## config.mk

```make
export PLATFORM = sky130hd
export DESIGN_NAME = adder_bist_engine
export DESIGN_NICKNAME = d
export VERILOG_FILES = /design/src/rtl/adder_bist_pkg.sv /design/src/rtl/bist_lfsr16.sv /design/src/rtl/adder_bist_engine.sv
export SDC_FILE = /design/constraint.sdc
export NUM_CORES = 1
export LEC_CHECK = 0
export ABC_AREA = 1
export BUFFER_PORTS_ARGS = -buffer_cell sky130_fd_sc_hd__buf_2
export CAP_MARGIN = 20
export CORE_MARGIN = 2
export CORE_UTILIZATION = 46
export CTS_CLUSTER_DIAMETER = 40
export DETAILED_ROUTE_END_ITERATION = 6
export PLACE_DENSITY = 0.62
export SYNTH_ARGS = -nofsm -noshare
export SYNTH_HDL_FRONTEND = slang
export SYNTH_HIERARCHICAL = 1
export SYNTH_SLANG_ARGS = --single-unit
```

## constraint.sdc

```tcl
create_clock -name clk -period 3.4 [get_ports clk]
set_input_delay 0.68 -clock clk [delete_from_list [all_inputs] [get_ports clk]]
set_output_delay 0.68 -clock clk [all_outputs]
set_load 0.01 [all_outputs]
```

## src/rtl/adder_bist_pkg.sv

```systemverilog
// Shared types and constants for the adder BIST engine.
// Holds FSM/phase enums, LFSR constants and the LFSR step function.
package adder_bist_pkg;

   typedef enum logic [1:0] {
      ST_IDLE,
      ST_SETTLE,
      ST_CHECK
   } state_t;

   typedef enum logic [1:0] {
      PH_DIRECTED,
      PH_WALK,
      PH_RANDOM
   } phase_t;

   localparam logic [15:0] LFSR_MASK    = 16'hB400;
   localparam logic [15:0] LFSR_SEED    = 16'hACE1;
   localparam int          NUM_DIRECTED = 8;

   // Right-shifting Galois step: feedback taps applied when lsb is 1.
   function automatic logic [15:0] lfsr_next(input logic [15:0] s);
      lfsr_next = s[0] ? ((s >> 1) ^ LFSR_MASK) : (s >> 1);
   endfunction

endpackage

```

## src/rtl/bist_lfsr16.sv

```systemverilog
// 16-bit Galois LFSR for random BIST vectors.
// Ports: clk, rst_n (sync, active-low), load (reseed), step (advance), q (state).
module bist_lfsr16
   import adder_bist_pkg::*;
(
   input  logic        clk,
   input  logic        rst_n,
   input  logic        load,
   input  logic        step,
   output logic [15:0] q
);

   logic [15:0] r_q;

   always_ff @(posedge clk) begin
      if (!rst_n) begin
         r_q <= LFSR_SEED;
      end else if (load) begin
         r_q <= LFSR_SEED;
      end else if (step) begin
         r_q <= lfsr_next(r_q);
      end
   end

   assign q = r_q;

endmodule

```

## src/rtl/adder_bist_engine.sv

```systemverilog
// BIST engine for combinational ripple adders: drives vectors, checks sum/cout.
// Ports: clk, rst_n, start in; dut_a/b/cin out; dut_sum/cout in; status out.
module adder_bist_engine
   import adder_bist_pkg::*;
#(
   parameter int WIDTH    = 8,
   parameter int SETTLE   = 1,
   parameter int NUM_RAND = 64
) (
   input  logic             clk,
   input  logic             rst_n,
   input  logic             start,
   output logic [WIDTH-1:0] dut_a,
   output logic [WIDTH-1:0] dut_b,
   output logic             dut_cin,
   input  logic [WIDTH-1:0] dut_sum,
   input  logic             dut_cout,
   output logic             busy,
   output logic             done,
   output logic             pass,
   output logic [15:0]      err_count,
   output logic             first_fail_valid,
   output logic [15:0]      first_fail_idx
);

   localparam int          N        = NUM_DIRECTED + WIDTH + NUM_RAND;
   localparam logic [15:0] LAST     = 16'(N - 1);
   localparam logic [15:0] SET_M1   = 16'(SETTLE - 1);
   localparam logic [15:0] DIR_END  = 16'(NUM_DIRECTED);
   localparam logic [15:0] WALK_END = 16'(NUM_DIRECTED + WIDTH);
   localparam logic [WIDTH-1:0] ONES = '1;
   localparam logic [WIDTH-1:0] MSB  = {1'b1, {(WIDTH-1){1'b0}}};
   localparam logic [WIDTH-1:0] ONE  = {{(WIDTH-1){1'b0}}, 1'b1};

   state_t           r_state;
   state_t           w_state_nxt;
   phase_t           w_phase;
   logic [15:0]      r_cnt;
   logic [15:0]      r_idx;
   logic [WIDTH-1:0] r_a;
   logic [WIDTH-1:0] r_b;
   logic             r_cin;
   logic             r_busy;
   logic             r_done;
   logic             r_pass;
   logic [15:0]      r_err;
   logic             r_ffv;
   logic [15:0]      r_ffi;

   logic [15:0]      w_lfsr;
   logic             w_accept;
   logic             w_leave_chk;
   logic             w_last;
   logic [15:0]      w_vidx;
   logic [3:0]       w_k;
   logic [WIDTH-1:0] w_na;
   logic [WIDTH-1:0] w_nb;
   logic             w_ncin;
   logic [WIDTH:0]   w_exp;
   logic             w_mis;
   logic [15:0]      w_err_nxt;
   logic             w_step;

   assign w_accept    = (r_state == ST_IDLE) && start;
   assign w_leave_chk = (r_state == ST_CHECK);
   assign w_last      = (r_idx == LAST);

   // Index of the vector loaded on this edge: 0 on start, else the next one.
   assign w_vidx = w_accept ? 16'd0 : r_idx + 16'd1;
   assign w_k    = w_vidx[3:0] - 4'd8;

   always_comb begin
      if (w_vidx < DIR_END) begin
         w_phase = PH_DIRECTED;
      end else if (w_vidx < WALK_END) begin
         w_phase = PH_WALK;
      end else begin
         w_phase = PH_RANDOM;
      end
   end

   always_comb begin
      w_na   = '0;
      w_nb   = '0;
      w_ncin = 1'b0;
      unique case (w_phase)
         PH_DIRECTED: begin
            unique case (w_vidx[2:0])
               3'd0: ;
               3'd1: w_ncin = 1'b1;
               3'd2: w_na = ONES;
               3'd3: begin
                  w_na   = ONES;
                  w_ncin = 1'b1;
               end
               3'd4: begin
                  w_nb   = ONES;
                  w_ncin = 1'b1;
               end
               3'd5: begin
                  w_na = ONES;
                  w_nb = ONES;
               end
               3'd6: begin
                  w_na   = ONES;
                  w_nb   = ONES;
                  w_ncin = 1'b1;
               end
               3'd7: begin
                  w_na = MSB;
                  w_nb = MSB;
               end
               default: ;
            endcase
         end
         PH_WALK: begin
            w_na = ONE << w_k;
            w_nb = ONE << w_k;
         end
         PH_RANDOM: begin
            w_na   = w_lfsr[WIDTH-1:0];
            w_nb   = w_lfsr[15:16-WIDTH];
            w_ncin = w_lfsr[8];
         end
         default: ;
      endcase
   end

   // Random vectors use the current LFSR state, then advance it.
   assign w_step = w_leave_chk && !w_last && (w_phase == PH_RANDOM);

   bist_lfsr16 u_lfsr (
      .clk   (clk),
      .rst_n (rst_n),
      .load  (w_accept),
      .step  (w_step),
      .q     (w_lfsr)
   );

   assign w_exp = {1'b0, r_a} + {1'b0, r_b} + {{WIDTH{1'b0}}, r_cin};
   assign w_mis = (w_exp != {dut_cout, dut_sum});
   assign w_err_nxt = (w_mis && (r_err != 16'hFFFF)) ? r_err + 16'd1
                                                     : r_err;

   always_ff @(posedge clk) begin
      if (!rst_n) begin
         r_state <= ST_IDLE;
      end else begin
         r_state <= w_state_nxt;
      end
   end

   always_comb begin
      w_state_nxt = r_state;
      unique case (r_state)
         ST_IDLE: begin
            if (start) begin
               w_state_nxt = ST_SETTLE;
            end
         end
         ST_SETTLE: begin
            if (r_cnt == SET_M1) begin
               w_state_nxt = ST_CHECK;
            end
         end
         ST_CHECK: begin
            w_state_nxt = w_last ? ST_IDLE : ST_SETTLE;
         end
         default: w_state_nxt = ST_IDLE;
      endcase
   end

   always_ff @(posedge clk) begin
      if (!rst_n) begin
         r_cnt  <= '0;
         r_idx  <= '0;
         r_a    <= '0;
         r_b    <= '0;
         r_cin  <= 1'b0;
         r_busy <= 1'b0;
         r_done <= 1'b0;
         r_pass <= 1'b0;
         r_err  <= '0;
         r_ffv  <= 1'b0;
         r_ffi  <= '0;
      end else begin
         r_done <= 1'b0;
         if (w_accept) begin
            r_busy <= 1'b1;
            r_pass <= 1'b0;
            r_err  <= '0;
            r_ffv  <= 1'b0;
            r_ffi  <= '0;
            r_idx  <= '0;
            r_cnt  <= '0;
            r_a    <= w_na;
            r_b    <= w_nb;
            r_cin  <= w_ncin;
         end else if (r_state == ST_SETTLE) begin
            r_cnt <= (r_cnt == SET_M1) ? 16'd0 : r_cnt + 16'd1;
         end else if (w_leave_chk) begin
            r_err <= w_err_nxt;
            if (w_mis && !r_ffv) begin
               r_ffv <= 1'b1;
               r_ffi <= r_idx;
            end
            if (w_last) begin
               r_busy <= 1'b0;
               r_done <= 1'b1;
               r_pass <= (w_err_nxt == 16'd0);
            end else begin
               r_idx <= w_vidx;
               r_a   <= w_na;
               r_b   <= w_nb;
               r_cin <= w_ncin;
            end
         end
      end
   end

   assign dut_a            = r_a;
   assign dut_b            = r_b;
   assign dut_cin          = r_cin;
   assign busy             = r_busy;
   assign done             = r_done;
   assign pass             = r_pass;
   assign err_count        = r_err;
   assign first_fail_valid = r_ffv;
   assign first_fail_idx   = r_ffi;

endmodule

```

# == After elaboration in Yosys (flattened, before gate mapping) ==
# Cells that the tools add are included.
# totals
reg_bits,103
input_bits,12
out_inout_bits,53
wordCells,103
# op_classes
add_sub_neg,6
magnitude_cmp,2
n_eq_ne,18
n_shift,1
n_mux,33
bitwise,5
n_reduce_logical,25
# ops
operator,n
$mux W16,4
$mux W8,8
$add A16 B1 Y16 const B,3
$pmux W8 S3,2
$logic_not A16 Y1,2
$pmux W8 S2,2
$eq A16 B7 Y1 const B,1
$lt A16 B4 Y1 const B,1
$lt A16 B5 Y1 const B,1
$ne A16 B16 Y1 const B,1
$reduce_and A3 Y1,5
$eq A3 B3 Y1 const B,4
$reduce_or A4 Y1,3
$mux W1,11
$add A8 B8 Y9,1
$add A9 B1 Y9,1
$ne A9 B9 Y1,1
$mux W2,4
$ne A2 B2 Y1 const B,4
$shl A1 B4 Y8 const A,1
$eq A3 B2 Y1 const B,2
$pmux W2 S3,1
$logic_and A1 B1 Y1,5
$eq A2 B1 Y1 const B,2
other kinds (12),20

# == Logic depth before layout (Yosys ltp) ==
# depth
ltp_word,12
ltp_mapped,21
ltp_nobuf,21

# == By module ==
# Netlist, hierarchy kept.
# modules_own_cells
mod,instances,cells_each,area_each_um2
adder_bist_engine,1,847,5350.1
bist_lfsr16,1,83,648.1

# == Worst setup path before layout ==
# OpenSTA, ideal clock, no wires.
# synth_timing
kind,reg2reg
startpoint,register r_a[0] (netlist: dut_a[0])
endpoint,register r_pass (netlist: pass)
setup_time_ns,0.071
t_arrival_ns,2.715
path_slack_ns,0.615
path_stages_with_launch,21
path_buffers,1
synth_period_minus_slack_ns,2.785
cell_sequence,dfxtp_1 inv_1 fa_1 inv_1 fa_1 inv_1 nand2_1 nand2_1 nand2_1 nor2_1 nand3_1 nor2_1 nand4_2 buf_2 nand3_1 nand2_1 nor2_1 nand2_1 nor2_1 nand3_1 a21oi_1
# synth_via
elab_chain_cells,6
# synth_lines
element,line_no,rtl
start: declaration,adder_bist_engine.sv:40,logic [WIDTH-1:0] r_a;
start signal: assignment,adder_bist_engine.sv:196,r_a <= w_na;
start signal: assignment,adder_bist_engine.sv:213,r_a <= w_na;
$add A8 B8 Y9,adder_bist_engine.sv:140,"assign w_exp = {1'b0, r_a} + {1'b0, r_b} + {{WIDTH{1'b0}}, r_cin};"
$add A9 B1 Y9,adder_bist_engine.sv:140,
$ne A9 B9 Y1,adder_bist_engine.sv:141,"assign w_mis = (w_exp != {dut_cout, dut_sum});"
$logic_and A1 B1 Y1,adder_bist_engine.sv:142,assign w_err_nxt = (w_mis && (r_err != 16'hFFFF)) ? r_err + 16'd1
$mux W16,adder_bist_engine.sv:142,
$logic_not A16 Y1,adder_bist_engine.sv:210,r_pass <= (w_err_nxt == 16'd0);
end signal: assignment,adder_bist_engine.sv:210,
end: declaration,adder_bist_engine.sv:45,logic r_pass;
# No other way between the ends.
# A chain may end at the register's enable or synchronous reset.

# == Worst setup path after layout ==
# Same ends and word-level chain as after synthesis.

==> results.cfg <==
[outcome]
status = finished clean

[clock_network]
cts_tree = yes
clock_tree.buffer_depth = 2
cts_root_buf = clkbuf_16
holdBufCountCts = 0
clkTransAtPathRegs_ns = 0.07
clock_latency_ns = 0.35
cts.sinks = 103
cts_max_level = 3
numCtsBuffers = 9

[die]
start_util_pct = 47.34
num_rows = 41
num_io_pins = 65
die-area_mm2 = 0.01397
die_y_um = 118.2
core_mm2 = 0.01267
die_w_um = 118.2

[power]
ir_worst_vdd_mv = 0.3986
p_leak_nw = 3.224
switchingPower_w = 0.0008712
sw_frac_of_total_pct = 30.22
power_frac_seq_pct = 45.4
power_w = 0.002883
power_frac_comb_pct = 17.5
pwr-share-clk_pct = 37.1
p_int_w = 0.002011
p_per_area_mw_per_mm2 = 426.2

[global_routing]
grt_pass1_wl_um = 24410
grt_util_all_layers_pct = 21.12
grt_pass1_vias = 5048
grt_max_degree = 38
grt-ovfl-total = 0
antenna_found_initial = 0

[sta]
maxSlewHeadroom_pct = 60.49
final-hold-violation-count = 0
finalCriticalPeriod_ns = 3.025
max_freq_ghz = 0.3306
rsz0062_at_grt = no
setup_violations = 0
period_share_pct = 88.96
fin_worst_skew_ns = 0.009113
slew_violations = 0
holdWs_ns = 0.4405
worst_pin_slew_ns = 0.5882
fin_setup_tns_ns = 0

[placement]
post_dp_cell_area_mm2 = 0.006446
port-buffer-count = 64
place_hpwl_um = 10480
place_congestion = 0.9052

[critical_path]
cpPeakStageDelay_ns = 0.43
crit_slowest_cell = fa_1
cp_top_family = simple AND/OR/NAND/NOR gates
arrival_ns = 3.31
crit_required_ns = 3.68
setup.worst_path.class = register to register
cp-start-kind = register
crit_top_cell = nand2_1
end_kind = register
crit_chain = inv_1 > fa_1 > inv_1 > fa_1 > inv_1 > nand2_1 > nand2_1 > nand2_1 > nor2_1 > nand3_1 > nor2_1 > nand4_4 > buf_4 > nand3_1 > nand2_1 > nor2_1 > nand2_1 > nor2_1 > nand3_1 > a21oi_1
cp_max_fo = 10
critPathBufInv = 4

[finish]
layout-drive-gt1-share_pct = 12.32
final_cell_mix = nand2_1 (221), inv_1 (151), nor2_1 (105)
multi_input_area_mm2 = 0.003201
antenna_cells = 0
final_area_mm2 = 0.006764
layout_commonest_cell = nand2_1
nNetsFinal = 1010
seq_area_mm2 = 0.002062
area_delta_synth_final_pct = 12.77
nFillCells = 1285
fin_util_pct = 53.38

[drt]
drc = 0
dr_total_vias = 5700
vias_per_cell = 4.905
first_pass_iters = 5
drt_iter0_markers = 449
wl_um = 14270
post_drt_wl_per_cell_um = 12.28
ant_nets = 0

[synthesis]
ys_seq_area_share_pct = 34.38
ys_ff_latch = 103
synth.avg_cell_area_um2 = 6.450
synth_cells = 930
async_flop_share_pct = 0
ys_types = 43
yosysWarningCount = 6
syn-num-nets = 955
syn-cell-area_mm2 = 0.005998
synth_edf_count = 0
synthFlopType = dfxtp_1

[hold_path]
hp-class = register to register

[job]
maxCapViolCount = 0
kinds of logic (layout without fill, tap and decap cells):
logic type | count (synthesis) | after routing | share of synthesized area [%]
AO/OA/AOI/OAI | 157 | 157 | 14.27
flip-flops | 103 | 103 | 34.38
AND/OR/NAND/NOR | 451 | 451 | 33.04
adder cells (fa/ha/maj) | 13 | 13 | 2.962
buffers and inverters | 187 | 247 | 12.58
XOR/XNOR | 19 | 19 | 2.774
cells in the mapped netlist (all sizes together) (2+ instances only):
cell type,n,area [um2]
a21oi,67,339.1
a221oi,3,26.28
a31oi,2,12.51
buf,11,88.83
clkbuf,17,63.81
clkinv,2,7.510
dfxtp,103,2062
fa,2,40.04
ha,11,137.6
inv,157,594.3
nand2,227,872.1
nand3,68,350.3
nand3b,6,57.56
nand4,15,100.1
nor2,115,480.5
nor3,13,70.07
nor4,5,37.53
o211ai,10,90.09
o21ai,72,360.3
o31ai,2,20.02
xnor2,5,43.79
xor2,14,122.6
repair_timing:
action,CTS,global route
gates resized for setup,0,2
setup buffers,0,0
endpoints found under the setup margin,0,1
routing by layer:
layer,vias to the layer above,global-route usage (%),share of wire [%]
li1,3069,-,-
met1,2485,30.54,52
met2,131,31.76,42
met3,15,4.585,4.7
met4,0,5.422,1.2
met5,-,0,0
layout make-up:
type	count	share of cell area, %
clock buffers	9	3.330
clock inverters	7	1.165
inverters	159	8.898
multi-input cells	640	47.32
flip-flops and latches	103	30.48
well taps	172	3.182
repair buffers	72	5.623
worst paths after layout:
kind	startpoint	endpoint	slack (ns)	cells after the start
max	dut_a[0]$_SDFFE_PN0P_	pass$_SDFFE_PP0P_	0.38	20
min	first_fail_idx[13]$_SDFFE_PP0P_	first_fail_idx[13]$_SDFFE_PP0P_	0.44	2
max reg2reg	dut_a[0]$_SDFFE_PN0P_	pass$_SDFFE_PP0P_	0.38	20
min reg2reg	first_fail_idx[13]$_SDFFE_PP0P_	first_fail_idx[13]$_SDFFE_PP0P_	0.44	2
flip-flops by register name, summed over array words and instances, names as in the netlist:
| signal | count |
|---|---|
| err_count | 16 |
| first_fail_idx | 16 |
| r_cnt | 16 |
| r_idx | 16 |
| u_lfsr/q | 16 |
| dut_a | 8 |
| dut_b | 8 |
| r_state | 2 |
| busy | 1 |
| done | 1 |
| dut_cin | 1 |
| first_fail_valid | 1 |
| pass | 1 |
metrics by stage:
step	cells	setup WS [ns]
2_1_floorplan	930	0.6149
5_1_grt	1162	0.04911
3_3_place_gp	1146	0.4085
4_1_cts	1162	0.2866
3_5_place_dp	1146	0.2984
6_report	1162	0.3755
worst register-to-register path: cells and delay by family, from the launching register on:
| kind | cells | cell delay (ns) |
|---|---|---|
| AND/OR/NAND/NOR | 13 | 1.19 |
| adder cells (fa/ha/maj) | 2 | 0.84 |
| buffers and inverters | 4 | 0.48 |
| flip-flops | 1 | 0.36 |
| AO/OA/AOI/OAI | 1 | 0.11 |
power groups by stage:
stage               Combinational [W]  Clock [W]  Sequential [W]
floorplan                    0.000357          0         0.00134
global placement             0.000501          0         0.00133
detailed placement           0.000501          0         0.00134
CTS                          0.000505    0.00110         0.00131
global route                 0.000583    0.00115         0.00132
finish                       0.000505    0.00107         0.00131
(Power assumes the default switching activity.)
